--- config.mk ---
export PLATFORM = sky130hd
export DESIGN_NAME = munoc_apb_slave_timeout_guard
export DESIGN_NICKNAME = d
export VERILOG_FILES = /design/src/rtl/munoc_apb_slave_timeout_guard.sv
export SDC_FILE = /design/constraint.sdc
export NUM_CORES = 1
export LEC_CHECK = 0
export CORE_AREA = 2 2 98 100
export CTS_CLUSTER_SIZE = 16
export DETAILED_ROUTE_END_ITERATION = 6
export DIE_AREA = 0 0 100 102
export PLACE_DENSITY = 0.7
export SYNTH_ARGS = -nofsm -noshare
export SYNTH_HDL_FRONTEND = slang
export SYNTH_SLANG_ARGS = --single-unit
--- constraint.sdc ---
create_clock -name clk_slave -period 2.45 [get_ports clk_slave]
set_input_delay 0.735 -clock clk_slave [delete_from_list [all_inputs] [get_ports clk_slave]]
set_output_delay 0.735 -clock clk_slave [all_outputs]
set_load 0.01 [all_outputs]
--- src/rtl/munoc_apb_slave_timeout_guard.sv ---
// APB slave-side timeout guard: forwards APB transfers and aborts any access stuck not-ready too long.
// Latency: zero-cycle pass-through; an abort completes upstream one cycle after the last not-ready access cycle.
// Backpressure: peripheral mpready passes to spready; an abort forces spready=1 with spslverr=1 for one cycle.
// Optional macro MUNOC_APB_TIMEOUT_CAPTURE_EN: when defined, the address and direction of the last abort are captured.
module munoc_apb_slave_timeout_guard #(
  parameter int                      BW_PLATFORM_ADDR = 32,
  parameter int                      BW_NODE_DATA     = 32,
  parameter int                      BW_TIMEOUT       = 8,
  parameter logic [BW_NODE_DATA-1:0] ERROR_RDATA      = '0
) (
  input  logic                        clk_slave,
  input  logic                        rstnn_slave,
  input  logic [BW_PLATFORM_ADDR-1:0] spaddr,
  input  logic                        spwrite,
  input  logic                        spsel,
  input  logic                        spenable,
  input  logic [BW_NODE_DATA-1:0]     spwdata,
  output logic [BW_NODE_DATA-1:0]     sprdata,
  output logic                        spready,
  output logic                        spslverr,
  output logic [BW_PLATFORM_ADDR-1:0] mpaddr,
  output logic                        mpwrite,
  output logic                        mpsel,
  output logic                        mpenable,
  output logic [BW_NODE_DATA-1:0]     mpwdata,
  input  logic [BW_NODE_DATA-1:0]     mprdata,
  input  logic                        mpready,
  input  logic                        mpslverr,
  input  logic [BW_TIMEOUT-1:0]       timeout_limit,
  output logic                        timeout_pulse,
  output logic [7:0]                  timeout_count,
  output logic [BW_PLATFORM_ADDR-1:0] timeout_addr,
  output logic                        timeout_write
);

  typedef enum logic [1:0] {
    IDLE  = 2'd0,
    WAIT  = 2'd1,
    ABORT = 2'd2
  } state_t;

  state_t                state_q, state_d;
  logic [BW_TIMEOUT-1:0] cnt_q, cnt_d;
  logic [7:0]            timeout_count_q, timeout_count_d;
  logic                  access;
  logic                  limit_on;
  logic                  abort_entry;

  assign access      = spsel & spenable;
  assign limit_on    = (timeout_limit != '0);
  assign abort_entry = (state_d == ABORT) && (state_q != ABORT);

  // Next-state: count not-ready access cycles; completion, a dropped access or a zero limit returns to IDLE.
  always_comb begin
    state_d = state_q;
    cnt_d   = cnt_q;
    case (state_q)
      IDLE: begin
        if (access && !mpready && limit_on) begin
          cnt_d   = BW_TIMEOUT'(1);
          state_d = (timeout_limit == BW_TIMEOUT'(1)) ? ABORT : WAIT;
        end
      end
      WAIT: begin
        if (!access || !limit_on || mpready) begin
          // mpready is checked before the limit so a last-moment completion is never aborted
          state_d = IDLE;
          cnt_d   = '0;
        end else if (cnt_q == timeout_limit - BW_TIMEOUT'(1)) begin
          state_d = ABORT;
        end else begin
          cnt_d = cnt_q + BW_TIMEOUT'(1);
        end
      end
      ABORT: begin
        state_d = IDLE;
        cnt_d   = '0;
      end
      default: begin
        state_d = IDLE;
        cnt_d   = '0;
      end
    endcase
  end

  // Output mux: transparent outside ABORT; ABORT hides the peripheral and returns an error upstream.
  always_comb begin
    mpaddr        = spaddr;
    mpwrite       = spwrite;
    mpwdata       = spwdata;
    mpsel         = spsel;
    mpenable      = spenable;
    sprdata       = mprdata;
    spready       = mpready;
    spslverr      = mpslverr;
    timeout_pulse = 1'b0;
    if (state_q == ABORT) begin
      mpsel         = 1'b0;
      mpenable      = 1'b0;
      sprdata       = ERROR_RDATA;
      spready       = 1'b1;
      spslverr      = 1'b1;
      timeout_pulse = 1'b1;
    end
  end

  // Saturating abort counter, bumped once per abort entry.
  always_comb begin
    timeout_count_d = timeout_count_q;
    if (abort_entry && (timeout_count_q != 8'hFF)) begin
      timeout_count_d = timeout_count_q + 8'd1;
    end
  end

  // State, wait counter and abort counter registers.
  always_ff @(posedge clk_slave or negedge rstnn_slave) begin
    if (!rstnn_slave) begin
      state_q         <= IDLE;
      cnt_q           <= '0;
      timeout_count_q <= '0;
    end else begin
      state_q         <= state_d;
      cnt_q           <= cnt_d;
      timeout_count_q <= timeout_count_d;
    end
  end

  assign timeout_count = timeout_count_q;

`ifdef MUNOC_APB_TIMEOUT_CAPTURE_EN
  logic [BW_PLATFORM_ADDR-1:0] timeout_addr_q, timeout_addr_d;
  logic                        timeout_write_q, timeout_write_d;

  // Capture the aborted transfer's address and direction; hold until the next abort.
  always_comb begin
    timeout_addr_d  = timeout_addr_q;
    timeout_write_d = timeout_write_q;
    if (abort_entry) begin
      timeout_addr_d  = spaddr;
      timeout_write_d = spwrite;
    end
  end

  // Capture registers.
  always_ff @(posedge clk_slave or negedge rstnn_slave) begin
    if (!rstnn_slave) begin
      timeout_addr_q  <= '0;
      timeout_write_q <= 1'b0;
    end else begin
      timeout_addr_q  <= timeout_addr_d;
      timeout_write_q <= timeout_write_d;
    end
  end

  assign timeout_addr  = timeout_addr_q;
  assign timeout_write = timeout_write_q;
`else
  assign timeout_addr  = '0;
  assign timeout_write = 1'b0;
`endif

endmodule

# --- Word level (Yosys, flattened, before mapping) ---
# Index checks and enable logic that the tools add are counted.
op_classes:
  eq_ne: 9
  mux: 15
  n_bitwise: 1
  addsub: 3
  n_reduce_logical: 12
ops:
  columns: ["op", "n"]
  rows:
  - ["$mux 32", 1]
  - ["$mux 8", 3]
  - ["$add 8x1->8 const B", 2]
  - ["$pmux 8 s2", 1]
  - ["$eq 8x1->1 const B", 1]
  - ["$eq 8x8->1", 1]
  - ["$mux 2", 4]
  - ["$ne 8x8->1 const B", 1]
  - ["$reduce_bool 8->1", 1]
  - ["$sub 8x1->8 const B", 1]
  - ["$mux 1", 5]
  - ["$eq 2x2->1 const B", 2]
  - ["$logic_and 1x1->1", 4]
  - ["$ne 2x2->1 const B", 2]
  - ["$pmux 2 s2", 1]
  - ["$logic_not 1->1", 3]
  - ["$ne 3x3->1 const B", 1]
  - ["$eq 2x1->1 const B", 1]
  - ["$logic_not 2->1", 1]
  - ["$logic_or 1x1->1", 2]
  - ["$reduce_and 2->1", 1]
  - ["$and 1x1->1", 1]
totals:
  register_bits: 18
  wordCells: 43

# --- Depth between registers and ports, before layout ---
logic_depth:
  word_depth: 9
  depth_mapped: 11
  mapped_depth_nobuf: 9

# --- Worst setup path before layout ---
# Ideal clock, no wire load.
synth_timing:
  path_kind: "input-to-reg"
  from: "input timeout_limit[0]"
  to: "register cnt_q[7]"
  cell_stages: 9
  arrival_ns: 2.318
  path_slack_ns: 0.050
  path_cell_list: "inv_1 > ha_1 > nand2b_1 > a21oi_1 > o31ai_1 > and4_1 > buf_6 > or4_1 > a31oi_1"
synth_between:
  elab_chain_len: 6
  word_cells_on_any_way: 12
synth_rtl:
  columns: ["item", "line_no", "rtl"]
  rows:
  - ["start: declaration", "29", "input logic [BW_TIMEOUT-1:0] timeout_limit,"]
  - ["branches (longest 6 deep; another with $sub 8x1->8)", null, null]
  - ["end signal: assignment", "123", "cnt_q <= cnt_d;"]
  - ["end: declaration", "43", "logic [BW_TIMEOUT-1:0] cnt_q, cnt_d;"]
# Parallel ways; which one is timed is not known.
# A chain may end at the register's enable or synchronous reset.

# --- Worst setup path in the final report ---
layout_timing:
  from: "input timeout_limit[0]"
  to: "register cnt_q[2]"
# The elaborated chain is that of the path after synthesis.

==> results.tsv <==
stage	metric	value	unit
yosys	prevailing post-synth register cell	dfrtp_1	
hold_path	Worst Hold Path EP	timeout_count[6]	
layout	layout cells sized above 1	16.1	%
setup_path	Startpoint Class	primary input	
pwr	VDD IR max	0.000163	V
placement	HPWL Detailed	4720	um
floorplanning	Initial Utilization	25.3	%
cts	CTS Buffer Depth	2	
pwr	leakage	0.00135	uW
setup_path	Setup CP Type	in2reg	
sta	period utilisation layout	96.4	%
yosys	number of flops mapped to enable cells by yosys	0	
layout	Area growth, synth to finish	29.6	%
sta	Final Max Tran Viols	0	
yosys	post-synthesis cell area	0.00231	mm^2
hold_path	hold wc startpoint	timeout_count[6]	
global_routing	grt ovf	0	
placement	PortBufs	90	
layout	fin nets	447	
cts	total clock sinks	18	
sta	Clock Skews	0.00437	ns
floorplanning	Die Y	102	um
yosys	Post-Syn Area per Cell	8.01	um^2
floorplanning	chip width	100	um
yosys	post-synthesis sequential area ratio	19.5	%
setup_path	reg2reg start	cnt_q[5]	
yosys	Cells after Synth	288	
cts	cts bufs inserted	3	
setup_path	CP arrival	2.54	ns
setup_path	CP endpoint kind	register	
drt	detailed-route vias per instance	4.27	
setup_path	reg2reg end	timeout_count[4]	
floorplanning	# rows	35	
cts	clk_lat worst skew	0.26	ns
yosys	YS warnings	0	
global_routing	Total GRT Usage	10.8	%
drt	First-pass DRT Iterations	4	
floorplanning	die area	0.0102	mm^2
yosys	area leader, netlist	buf_4	
sta	final hold vios	0	
drt	Vias	1882	
drt	final routed DRC violation total	0	
floorplanning	core area	0.00911	mm^2
cts	root buf cell	clkbuf_8	
global_routing	first-pass GRT wire length	8720	um
global_routing	largest net degree at the start of global routing	37	
sta	RSZ-0062 raised after global routing	yes	
hold_path	hold depth	1	
cts	H-tree depth	1	
sta	minimum clock period	2.36	ns
cts	Worst-path clk slew	0.07	ns
yosys	largest cells by area after synthesis	buf_4, dfrtp_1, and2_1	
layout	post-route cell area	0.00299	mm^2
drt	total wire length	5920	um
setup_path	R2R Setup Slk	0.42	ns
global_routing	vias in the first global route	1724	
pwr	Cell Pwr Density	275	mW/mm^2
global_routing	initial antenna violation count	0	
yosys	post-synthesis cell type count	45	
drt	1st-iter DRT viols	62	
yosys	Synth top area share	31.9	%
setup_path	Critical Path Fanout Max	7	
pwr	Power Total	822	uW
placement	Post-DP Area	0.00288	mm^2
setup_path	Req. time, crit path	2.63	ns
run_status	status	complete, no violations	
hold_path	worst min path class	reg2reg	
drt	Detail Route Antenna Nets	0	
yosys	flop and latch count out of synthesis	18	
cts	CTS tree	yes	
yosys	count leader, synth	buf_4	
sta	final setup vio count	0	
job	max_cap viols	0	
yosys	commonest cells in the netlist	buf_4, and2_1, dfrtp_1, nand2_1, nor2_1	
yosys	Async SR Flop Fraction	100	%
setup_path	reg2reg path depth	7	
floorplanning	# IOs	254	
placement	RD Place Congestion	0.861	
drt	WL/cell	13.4	um
sta	FMAX	0.423	GHz
layout	n_diodes	0	
sta	setup_tns	0	ns
cts	Post-CTS Hold Buffers	0	
[worst max-delay path by stage]
stage	start	to	slack, ns
final	timeout_limit[0]	cnt_q[2]	0.09
after global placement	timeout_limit[0]	cnt_q[2]	-0.56
after CTS	timeout_limit[2]	timeout_count[1]	0.04
after global routing	timeout_limit[0]	timeout_count[4]	-0.02
after floorplan	timeout_limit[0]	cnt_q[7]	0.05
after detailed placement	timeout_limit[0]	cnt_q[2]	-0.61
[per-stage QoR]
| step | cells | worst slack, ns | hold WS, ns | utilization, % |
|---|---|---|---|---|
| after global routing | 441 | -0.0169 | 0.537 | 32.8 |
| final | 441 | 0.0886 | 0.503 | 32.8 |
| after detailed placement | 437 | -0.615 | 0.486 | 31.6 |
| after global placement | 437 | -0.559 | 0.487 | 31.6 |
| after floorplan | 320 | 0.0501 | 0.439 | - |
| after CTS | 441 | 0.0435 | 0.506 | 31.9 |
[area by class of cell]
cell class	count	area [um^2]
Fill cell	963	6120
Multi-Input combinational cell	189	1280
Sequential cell	18	450
Inverter	5	18.8
Clock buffer	4	55.1
Timing Repair Buffer	114	1040
Tap cell	111	139
[what timing repair did]
action / CTS / global route
pin swaps: 5 / 6
resized for setup: 52 / 20
gates cloned: 0 / 0
setup endpoints to repair: 52 / 13
buffers inserted: 0 / 0
[critical path, stage by stage]
cell	delay, ns
dlygate4sd2_1	0.25
buf_4	0.15
nor2_1	0.17
a221o_1	0.17
nand4_1	0.11
and4_4	0.24
buf_6	0.14
nand2b_4	0.14
or3_1	0.30
a31oi_1	0.13
[cell usage in the layout, fill, tap and decap left out, drive strengths merged, types with 3 or more instances in the layout]
master and n:
clkdlybuf4s50 44, dlygate4sd2 41, and2 35, conb 33
buf 24, dfrtp 18, nand2 15, nor2 12
nor3 10, nand3 9, xnor2 9, xor2 8
nand2b 7, nand4 6, a31oi 6, clkbuf 6
a21oi 5, inv 5, ha 5, nand3b 4
dlymetal6s2s 3
[kinds of logic (layout without fill, tap and decap cells)]
group | count (synthesis) | after routing | synth area share (%)
xor+xnor | 17 | 17 | 6.46
flops | 18 | 18 | 19.5
buf+inv | 113 | 123 | 34.7
mux | 1 | 1 | 0.488
fa+ha+maj | 5 | 5 | 2.71
compound gates | 23 | 23 | 7.43
other cells | 1 | 33 | 0.163
simple gates | 110 | 110 | 28.5
[routing by layer]
layer / vias up / GRT usage (%) / part of all wire (%)
met2: 104 / 15.7 / 46
met1: 849 / 13.6 / 40
met4: 0 / 5.06 / 3.2
met3: 30 / 4.99 / 10
li1: 899 / - / -
met5: - / 0 / 0
[where the power goes]
group,total (uW),switching (uW),internal [uW]
clock,249,106,143
sequential,310,7.80,302
combinational,264,120,144
[state kept, by name, summed over array words and instances, names as in the netlist]
name           count
cnt_q              8
state_q            2
timeout_count      8
(Power assumes the default switching activity.)
